[src/rtl/io_unit_if.sv]
// io_unit_if: request/response and receive-stream signals between the
// pipeline (decoder side, receive producer) and the IO unit.
interface io_unit_if #(
  parameter int DATA_WIDTH = 32
);
  logic                  io_enable;
  logic [1:0]            io_selection;
  logic [DATA_WIDTH-1:0] write_data;
  logic [DATA_WIDTH-1:0] read_data;
  logic                  stall;
  logic                  rx_valid;
  logic [7:0]            rx_data;
  logic                  rx_ready;

  modport master (
    output io_enable, io_selection, write_data, rx_valid, rx_data,
    input  read_data, stall, rx_ready
  );

  modport slave (
    input  io_enable, io_selection, write_data, rx_valid, rx_data,
    output read_data, stall, rx_ready
  );
endinterface

[src/rtl/io_unit.sv]
// io_unit: executes OUT / IN / GETC requests from the control decoder.
// OUT latches a value onto the display register, IN waits for a synchronised
// Enter press and returns the switches, GETC returns a byte from a one-entry
// receive buffer. Stall freezes the pipeline while a blocking read is pending.
// Optional feature macro: IO_TIMEOUT_EN bounds each wait to TIMEOUT_CYCLES and
// returns 0 with a one-cycle Timeout_Flag pulse; without it waits are unbounded
// and Timeout_Flag is constant 0.
module io_unit #(
  parameter int DATA_WIDTH     = 32,
  parameter int SW_WIDTH       = 16,
  parameter int TIMEOUT_CYCLES = 50000000
) (
  input  logic                  clk_i,
  input  logic                  rst_i,
  io_unit_if.slave              bus,
  input  logic [SW_WIDTH-1:0]   switches_i,
  input  logic                  enter_btn_i,
  output logic [DATA_WIDTH-1:0] out_display_o,
  output logic                  out_valid_o,
  output logic                  waiting_led_o,
  output logic                  timeout_flag_o
);

  typedef enum logic [1:0] {
    IDLE    = 2'd0,
    WAIT_IN = 2'd1,
    WAIT_RX = 2'd2,
    RESP    = 2'd3
  } state_t;

  state_t                state_q, state_d;
  logic [DATA_WIDTH-1:0] read_data_q, read_data_d;
  logic [DATA_WIDTH-1:0] out_display_q, out_display_d;
  logic                  out_valid_q, out_valid_d;
  logic                  timeout_flag_q, timeout_flag_d;
  logic                  enter_sync1_q, enter_sync2_q, enter_prev_q;
  logic                  enter_rise_s;
  logic                  rx_full_q;
  logic [7:0]            rx_byte_q;
  logic                  rx_clear_s;
  logic                  waiting_s;
  logic                  tmo_hit_s;

  assign enter_rise_s = enter_sync2_q & ~enter_prev_q;
  assign waiting_s    = (state_q == WAIT_IN) || (state_q == WAIT_RX);

`ifdef IO_TIMEOUT_EN
  localparam int CNT_W = (TIMEOUT_CYCLES > 2) ? $clog2(TIMEOUT_CYCLES) : 1;
  logic [CNT_W-1:0] tmo_cnt_q;

  assign tmo_hit_s = waiting_s && (tmo_cnt_q == CNT_W'(TIMEOUT_CYCLES - 1));

  // Wait counter: counts while staying in a wait state, restarts on any state change.
  always_ff @(posedge clk_i) begin
    if (rst_i) begin
      tmo_cnt_q <= '0;
    end else if (waiting_s && (state_d == state_q)) begin
      tmo_cnt_q <= tmo_cnt_q + CNT_W'(1);
    end else begin
      tmo_cnt_q <= '0;
    end
  end
`else
  assign tmo_hit_s = 1'b0;
`endif

  // Enter button: two-flop synchroniser plus previous-value register for edge detect.
  always_ff @(posedge clk_i) begin
    if (rst_i) begin
      enter_sync1_q <= 1'b0;
      enter_sync2_q <= 1'b0;
      enter_prev_q  <= 1'b0;
    end else begin
      enter_sync1_q <= enter_btn_i;
      enter_sync2_q <= enter_sync1_q;
      enter_prev_q  <= enter_sync2_q;
    end
  end

  // One-entry receive buffer: a capture empties it, otherwise load when offered and empty.
  always_ff @(posedge clk_i) begin
    if (rst_i) begin
      rx_full_q <= 1'b0;
      rx_byte_q <= 8'h00;
    end else if (rx_clear_s) begin
      rx_full_q <= 1'b0;
    end else if (bus.rx_valid && !rx_full_q) begin
      rx_full_q <= 1'b1;
      rx_byte_q <= bus.rx_data;
    end else begin
      rx_full_q <= rx_full_q;
    end
  end

  // Next-state and register-update decode for the request FSM.
  always_comb begin
    state_d        = state_q;
    read_data_d    = read_data_q;
    out_display_d  = out_display_q;
    out_valid_d    = 1'b0;
    timeout_flag_d = 1'b0;
    rx_clear_s     = 1'b0;
    case (state_q)
      IDLE: begin
        if (bus.io_enable) begin
          case (bus.io_selection)
            2'd0: begin
              out_display_d = bus.write_data;
              out_valid_d   = 1'b1;
            end
            2'd1: state_d = WAIT_IN;
            2'd2: begin
              if (rx_full_q) begin
                read_data_d = DATA_WIDTH'(rx_byte_q);
                rx_clear_s  = 1'b1;
                state_d     = RESP;
              end else begin
                state_d = WAIT_RX;
              end
            end
            default: state_d = IDLE;
          endcase
        end else begin
          state_d = IDLE;
        end
      end
      WAIT_IN: begin
        if (!bus.io_enable) begin
          state_d = IDLE;
        end else if (enter_rise_s) begin
          read_data_d = DATA_WIDTH'(switches_i);
          state_d     = RESP;
        end else if (tmo_hit_s) begin
          read_data_d    = '0;
          timeout_flag_d = 1'b1;
          state_d        = RESP;
        end else begin
          state_d = WAIT_IN;
        end
      end
      WAIT_RX: begin
        if (!bus.io_enable) begin
          state_d = IDLE;
        end else if (rx_full_q) begin
          read_data_d = DATA_WIDTH'(rx_byte_q);
          rx_clear_s  = 1'b1;
          state_d     = RESP;
        end else if (tmo_hit_s) begin
          read_data_d    = '0;
          timeout_flag_d = 1'b1;
          state_d        = RESP;
        end else begin
          state_d = WAIT_RX;
        end
      end
      RESP:    state_d = IDLE;
      default: state_d = IDLE;
    endcase
  end

  // State and registered outputs.
  always_ff @(posedge clk_i) begin
    if (rst_i) begin
      state_q        <= IDLE;
      read_data_q    <= '0;
      out_display_q  <= '0;
      out_valid_q    <= 1'b0;
      timeout_flag_q <= 1'b0;
    end else begin
      state_q        <= state_d;
      read_data_q    <= read_data_d;
      out_display_q  <= out_display_d;
      out_valid_q    <= out_valid_d;
      timeout_flag_q <= timeout_flag_d;
    end
  end

  // Stall covers the request cycle and the wait; the instruction retires in RESP.
  assign bus.stall = !rst_i && bus.io_enable &&
                     ((bus.io_selection == 2'd1) || (bus.io_selection == 2'd2)) &&
                     (state_q != RESP);

  assign bus.read_data  = read_data_q;
  assign bus.rx_ready   = !rx_full_q;
  assign out_display_o  = out_display_q;
  assign out_valid_o    = out_valid_q;
  assign waiting_led_o  = waiting_s;
  assign timeout_flag_o = timeout_flag_q;

endmodule

[src/flat_wrapper.sv]
// flat-port wrapper written by rule: the top's interface ports become plain ports
module io_unit_flat 
#(
  parameter int DATA_WIDTH     = 32,
  parameter int SW_WIDTH       = 16,
  parameter int TIMEOUT_CYCLES = 50000000
)
  (clk_i, rst_i, switches_i, enter_btn_i, out_display_o, out_valid_o, waiting_led_o, timeout_flag_o, bus_io_enable, bus_io_selection, bus_write_data, bus_rx_valid, bus_rx_data, bus_read_data, bus_stall, bus_rx_ready);
  io_unit_if #(.DATA_WIDTH(DATA_WIDTH)) bus_i ();
  input  logic clk_i;
  input  logic rst_i;
  input  logic [SW_WIDTH-1:0] switches_i;
  input  logic enter_btn_i;
  output logic [DATA_WIDTH-1:0] out_display_o;
  output logic out_valid_o;
  output logic waiting_led_o;
  output logic timeout_flag_o;
  input wire logic [$bits(bus_i.io_enable)-1:0] bus_io_enable;
  input wire logic [$bits(bus_i.io_selection)-1:0] bus_io_selection;
  input wire logic [$bits(bus_i.write_data)-1:0] bus_write_data;
  input wire logic [$bits(bus_i.rx_valid)-1:0] bus_rx_valid;
  input wire logic [$bits(bus_i.rx_data)-1:0] bus_rx_data;
  output wire logic [$bits(bus_i.read_data)-1:0] bus_read_data;
  output wire logic [$bits(bus_i.stall)-1:0] bus_stall;
  output wire logic [$bits(bus_i.rx_ready)-1:0] bus_rx_ready;
  assign bus_i.io_enable = bus_io_enable;
  assign bus_i.io_selection = bus_io_selection;
  assign bus_i.write_data = bus_write_data;
  assign bus_i.rx_valid = bus_rx_valid;
  assign bus_i.rx_data = bus_rx_data;
  assign bus_read_data = bus_i.read_data;
  assign bus_stall = bus_i.stall;
  assign bus_rx_ready = bus_i.rx_ready;
  io_unit #(.DATA_WIDTH(DATA_WIDTH), .SW_WIDTH(SW_WIDTH), .TIMEOUT_CYCLES(TIMEOUT_CYCLES)) u_core (.clk_i(clk_i), .rst_i(rst_i), .bus(bus_i), .switches_i(switches_i), .enter_btn_i(enter_btn_i), .out_display_o(out_display_o), .out_valid_o(out_valid_o), .waiting_led_o(waiting_led_o), .timeout_flag_o(timeout_flag_o));
endmodule
[config.mk]
export PLATFORM = sky130hd
export DESIGN_NAME = io_unit_flat
export DESIGN_NICKNAME = d
export VERILOG_FILES = /design/src/rtl/io_unit_if.sv /design/src/rtl/io_unit.sv /design/src/flat_wrapper.sv
export SDC_FILE = /design/constraint.sdc
export NUM_CORES = 1
export LEC_CHECK = 0
export BUFFER_PORTS_ARGS = -buffer_cell sky130_fd_sc_hd__buf_2
export CAP_MARGIN = 20
export CORE_MARGIN = 8
export CORE_UTILIZATION = 30
export DETAILED_ROUTE_END_ITERATION = 10
export HOLD_SLACK_MARGIN = 0.12
export SYNTH_ARGS = -nofsm -noshare
export SYNTH_HDL_FRONTEND = slang
export SYNTH_SLANG_ARGS = --single-unit
[constraint.sdc]
create_clock -name clk_i -period 2.5 [get_ports clk_i]
set_input_delay 0.5 -clock clk_i [delete_from_list [all_inputs] [get_ports clk_i]]
set_output_delay 0.5 -clock clk_i [all_outputs]
set_load 0.02 [all_outputs]
; ---- Yosys cells after proc, flatten, opt, wreduce, memory -nomap -nowiden
; Cells that the tools add are included.
[word_totals]
register_bits = 79
input_bits = 63
word_cells = 62
[classes]
n_eq_ne = 12
n_mux = 20
n_bitwise = 5
reduce_logical = 16
[op_table]
columns = op, n
row1 = $mux 32, 6
row2 = $pmux 32 s3, 1
row3 = $mux 2, 4
row4 = $ne 2x2->1 const B, 4
row5 = $pmux 2 s4, 1
row6 = $eq 2x2->1 const B, 3
row7 = $mux 1, 6
row8 = $pmux 2 s3, 1
row9 = $reduce_and 6->1, 1
row10 = $eq 2x1->1 const B, 2
row11 = $logic_and 1x1->1, 4
row12 = $logic_not 2->1, 2
row13 = $ne 2x1->1 const B, 2
row14 = $not 1->1, 4
row15 = $ne 3x3->1 const B, 1
row16 = $reduce_and 3->1, 1
row17 = $reduce_bool 3->1, 1
row18 = $reduce_or 3->1, 1
row19 = $logic_not 1->1, 2
row20 = $logic_or 1x1->1, 2
row21 = $pmux 1 s2, 1
row22 = $reduce_and 2->1, 1
row23 = $reduce_or 2->1, 1
row24 = $and 1x1->1, 1

; ---- Depth between registers and ports, before layout
[depth]
ltp_word = 6
mapped_depth = 8
ltp_nobuf = 6

; ---- Worst setup path before layout
; No wires, ideal clock.
[synth_path]
path_type = flip-flop to flip-flop
from = reg u_core.state_q[0]
to = reg u_core.read_data_q[15], in the netlist u_core.bus.read_data[15]
setup_ns = 0.072
arrival_time_ns = 1.846
required_ns = 2.428
setup_slack_ns = 0.582
stages_incl_launch_ff = 9
n_path_buf = 3
period_less_slack_ns = 1.918
path_cell_list = dfxtp_1 > inv_1 > ha_1 > buf_6 > o31ai_2 > and2_1 > buf_6 > buf_6 > mux2i_1
[synth_via]
elab_chain_len = 3
[synth_rtl]
columns = element, line_no
row1 = "start, declared", io_unit.sv:31  ; state_t state_q, state_d;
row2 = "start signal, assigned", io_unit.sv:170  ; state_q <= state_d;
row3 = "$eq 2x1->1, or another cell as far along", io_unit.sv:103  ; case (state_q)
row4 = "$ne 2x1->1 (no line), or another cell as far along", n/a
row5 = $reduce_and 6->1 (no line), n/a
row6 = "end signal, assigned", io_unit.sv:171  ; read_data_q <= read_data_d;
row7 = "end, declared", io_unit.sv:32  ; logic [DATA_WIDTH-1:0] read_data_q, read_data_d;
; Several ways; a longest one is shown, not always the timed one.
; A chain may end at the register's enable or synchronous reset.

; ---- Final worst setup path
[layout_path]
from = reg u_core.state_q[1]
to = reg u_core.read_data_q[14], in the netlist u_core.bus.read_data[14]
; Same word-level chain as after synthesis.

==> impl_metrics.tcl <==
set metrics [dict create \
    holdPathStages 2 \
    dr.pass1.iters 4 \
    grt_use_total 0.123 \
    final_cell_mix "114 x buf_2, 90 x nand2_1, 63 x dfxtp_1" \
    die_area_mm2 0.0122 \
    synth_warnings 0 \
    r2r_end "u_core.bus.read_data[14]" \
    utilization 0.400 \
    p_total_mw 2.22 \
    synthArstFlopShare 0 \
    port_buffers 114 \
    avgRoutedWirePerCell_um 13.8 \
    crit_path_max_incr_delay_ns 0.36 \
    status "completed" \
    grt_max_degree 38 \
    antenna_cells 0 \
    p_leak_nw 1.58 \
    finClkSkew_ns 0.00723 \
    worstReg2RegStart "u_core.state_q[1]" \
    min_from "enter_btn_i" \
    die_h_um 110 \
    area_growth_pct 29.8 \
    worstPathCellList "inv_1 -> ha_1 -> buf_4 -> nand3b_1 -> a221oi_4 -> and2_1 -> buf_4 -> mux2i_1" \
    ys_ff_latch 63 \
    h-tree-depth 3 \
    fin_tns_setup_ns 0 \
    row_count 34 \
    drv_slew 0 \
    synth_area_mm2 0.00267 \
    drtAntennaViolNets 0 \
    cts_setup_buffers 0 \
    cts_resized 0 \
    synth-edff-count 0 \
    worstMarginPinSlew_ns 0.674 \
    worstSetupPathType "register to register" \
    cts_sinks 63 \
    min_to "u_core.enter_sync1_q" \
    cts_buffers 9 \
    relSlewSlack 0.550 \
    drc 0 \
    viasPerCell 4.43 \
    boundaryPins 132 \
    synthFlopType "dfxtp_1" \
    irDropWorstVdd_uv 231 \
    cp-start-kind "register" \
    antenna_found_initial 0 \
    grt_pass1_vias 2540 \
    cp_max_fo 16 \
    drive_above_1_share 0.323 \
    nets 499 \
    cts_root_buffer "clkbuf_8" \
    place_ws_ns 0.481 \
    cp.arrival_ns 2.28 \
    worst_r2r_path_depth 8 \
    insertion_delay_ns 0.34 \
    nFillCells 914 \
    synthCells 313 \
    grt_overflow 0 \
    wl_mm 7.45 \
    hold_path_class "input port to register" \
    cts_hold_buffers 0 \
    cts_tree "yes" \
    r2r_slack_ns 0.49 \
    layout_commonest_cell "buf_2" \
    synth_cell_types 23 \
    num_vias 2387 \
    drv_cap 0 \
    clkTransAtPathRegs_ns 0.07 \
    slowest_stage "dfxtp_1" \
    end_kind "register" \
    final.min_clock_period_ns 2.01 \
    grt_pass1_wl_mm 12.4 \
    cp_data_required_time_ns 2.77 \
    path_common_cell "buf_4" \
    grt_setup_unrepaired "false" \
    hold_viol 0 \
    initialDrtViolationCount 93 \
    ys_seq_area_frac 0.472 \
    clk_path_buf_depth 2 \
    fp.coreArea_mm2 0.00868 \
    max_freq_mhz 496 \
    hold_ws_ns 0.380 \
    layout_setup_ws_ns 0.485 \
    dp_hpwl_mm 5.60 \
    final-setup-viol-count 0 \
    finalCritPeriodShare 0.806 \
    gp_congestion 0.752 \
    synth_area_per_cell_um2 8.54 \
    initial_core_util 0.308 \
    power.density_mw_per_mm2 640 \
    die_w_um 110 \
]
-- final cells by class --
cell class              count  area [µm²]  area share
multi-input cells         223        1230       0.353
clock buffers              12         145      0.0418
inverters                   7        26.3     0.00757
well taps                 108         135      0.0389
repair buffers            122         631       0.182
flip-flops and latches     63        1260       0.364
clock inverters             4        45.0      0.0130
-- registers in the layout, indices dropped and copies added, names as in the netlist --
register,count
u_core.bus.read_data,16
u_core.enter_prev_q,1
u_core.enter_sync1_q,1
u_core.enter_sync2_q,1
u_core.out_display_o,32
u_core.out_valid_o,1
u_core.rx_byte_q,8
u_core.rx_full_q,1
u_core.state_q,2
-- layer usage --
layer	up-vias	GRT usage	part of all wire
li1	1219	-	-
met1	1070	0.139	0.43
met2	87	0.192	0.46
met3	11	0.0601	0.089
met4	0	0.0514	0.016
met5	-	0	0
-- worst max path at each step --
stage                      start                       end  cells after the start
6_report       u_core.state_q[1]  u_core.bus.read_data[14]                      8
5_1_grt        u_core.state_q[1]   u_core.bus.read_data[8]                      8
4_1_cts        u_core.state_q[1]  u_core.bus.read_data[14]                      8
3_5_place_dp   u_core.state_q[1]   u_core.bus.read_data[9]                      8
3_3_place_gp   u_core.state_q[1]   u_core.bus.read_data[8]                      8
2_1_floorplan  u_core.state_q[0]  u_core.bus.read_data[15]                      8
-- cell usage after synthesis, drive strengths merged (2+ instances only) --
cell type	number	share of area
a221oi	2	0.013
nand2b	10	0.023
nor2b	5	0.012
clkbuf	15	0.021
nor3b	2	0.0056
buf	21	0.062
ha	10	0.047
dfxtp	63	0.47
a21oi	52	0.097
inv	7	0.0098
a211oi	10	0.028
nor2	3	0.0042
nand2	90	0.13
mux2i	17	0.064
-- worst max-delay path, delay by kind of cell (launching register included) --
| kind | cells | cell delay (ns) |
|---|---|---|
| DFF | 1 | 0.36 |
| muxes | 1 | 0.21 |
| AOI/OAI and AO/OA | 1 | 0.26 |
| adders and majority gates | 1 | 0.22 |
| and+or+nand+nor | 2 | 0.32 |
| buffers and inverters | 3 | 0.57 |
-- power breakdown --
| part | total (mW) | internal, mW | switching, mW |
|---|---|---|---|
| clock network | 0.863 | 0.483 | 0.380 |
| registers | 1.06 | 1.04 | 0.0205 |
| logic | 0.296 | 0.112 | 0.184 |
-- metrics by stage --
stage / area (µm²) / cells
6_report: 3470 / 539
5_1_grt: 3470 / 539
4_1_cts: 3470 / 539
3_5_place_dp: 3280 / 523
3_3_place_gp: 3280 / 523
2_1_floorplan: 2730 / 329
-- logic make-up after synthesis --
| family | after synthesis | share of synthesized area |
|---|---|---|
| simple gates | 113 | 0.178 |
| compound gates | 66 | 0.145 |
| flops | 63 | 0.472 |
| buf+inv | 43 | 0.0931 |
| mux | 17 | 0.0636 |
| fa+ha+maj | 10 | 0.0468 |
| other cells | 1 | 0.00140 |
Note: power is estimated with default switching activity, not from simulation.
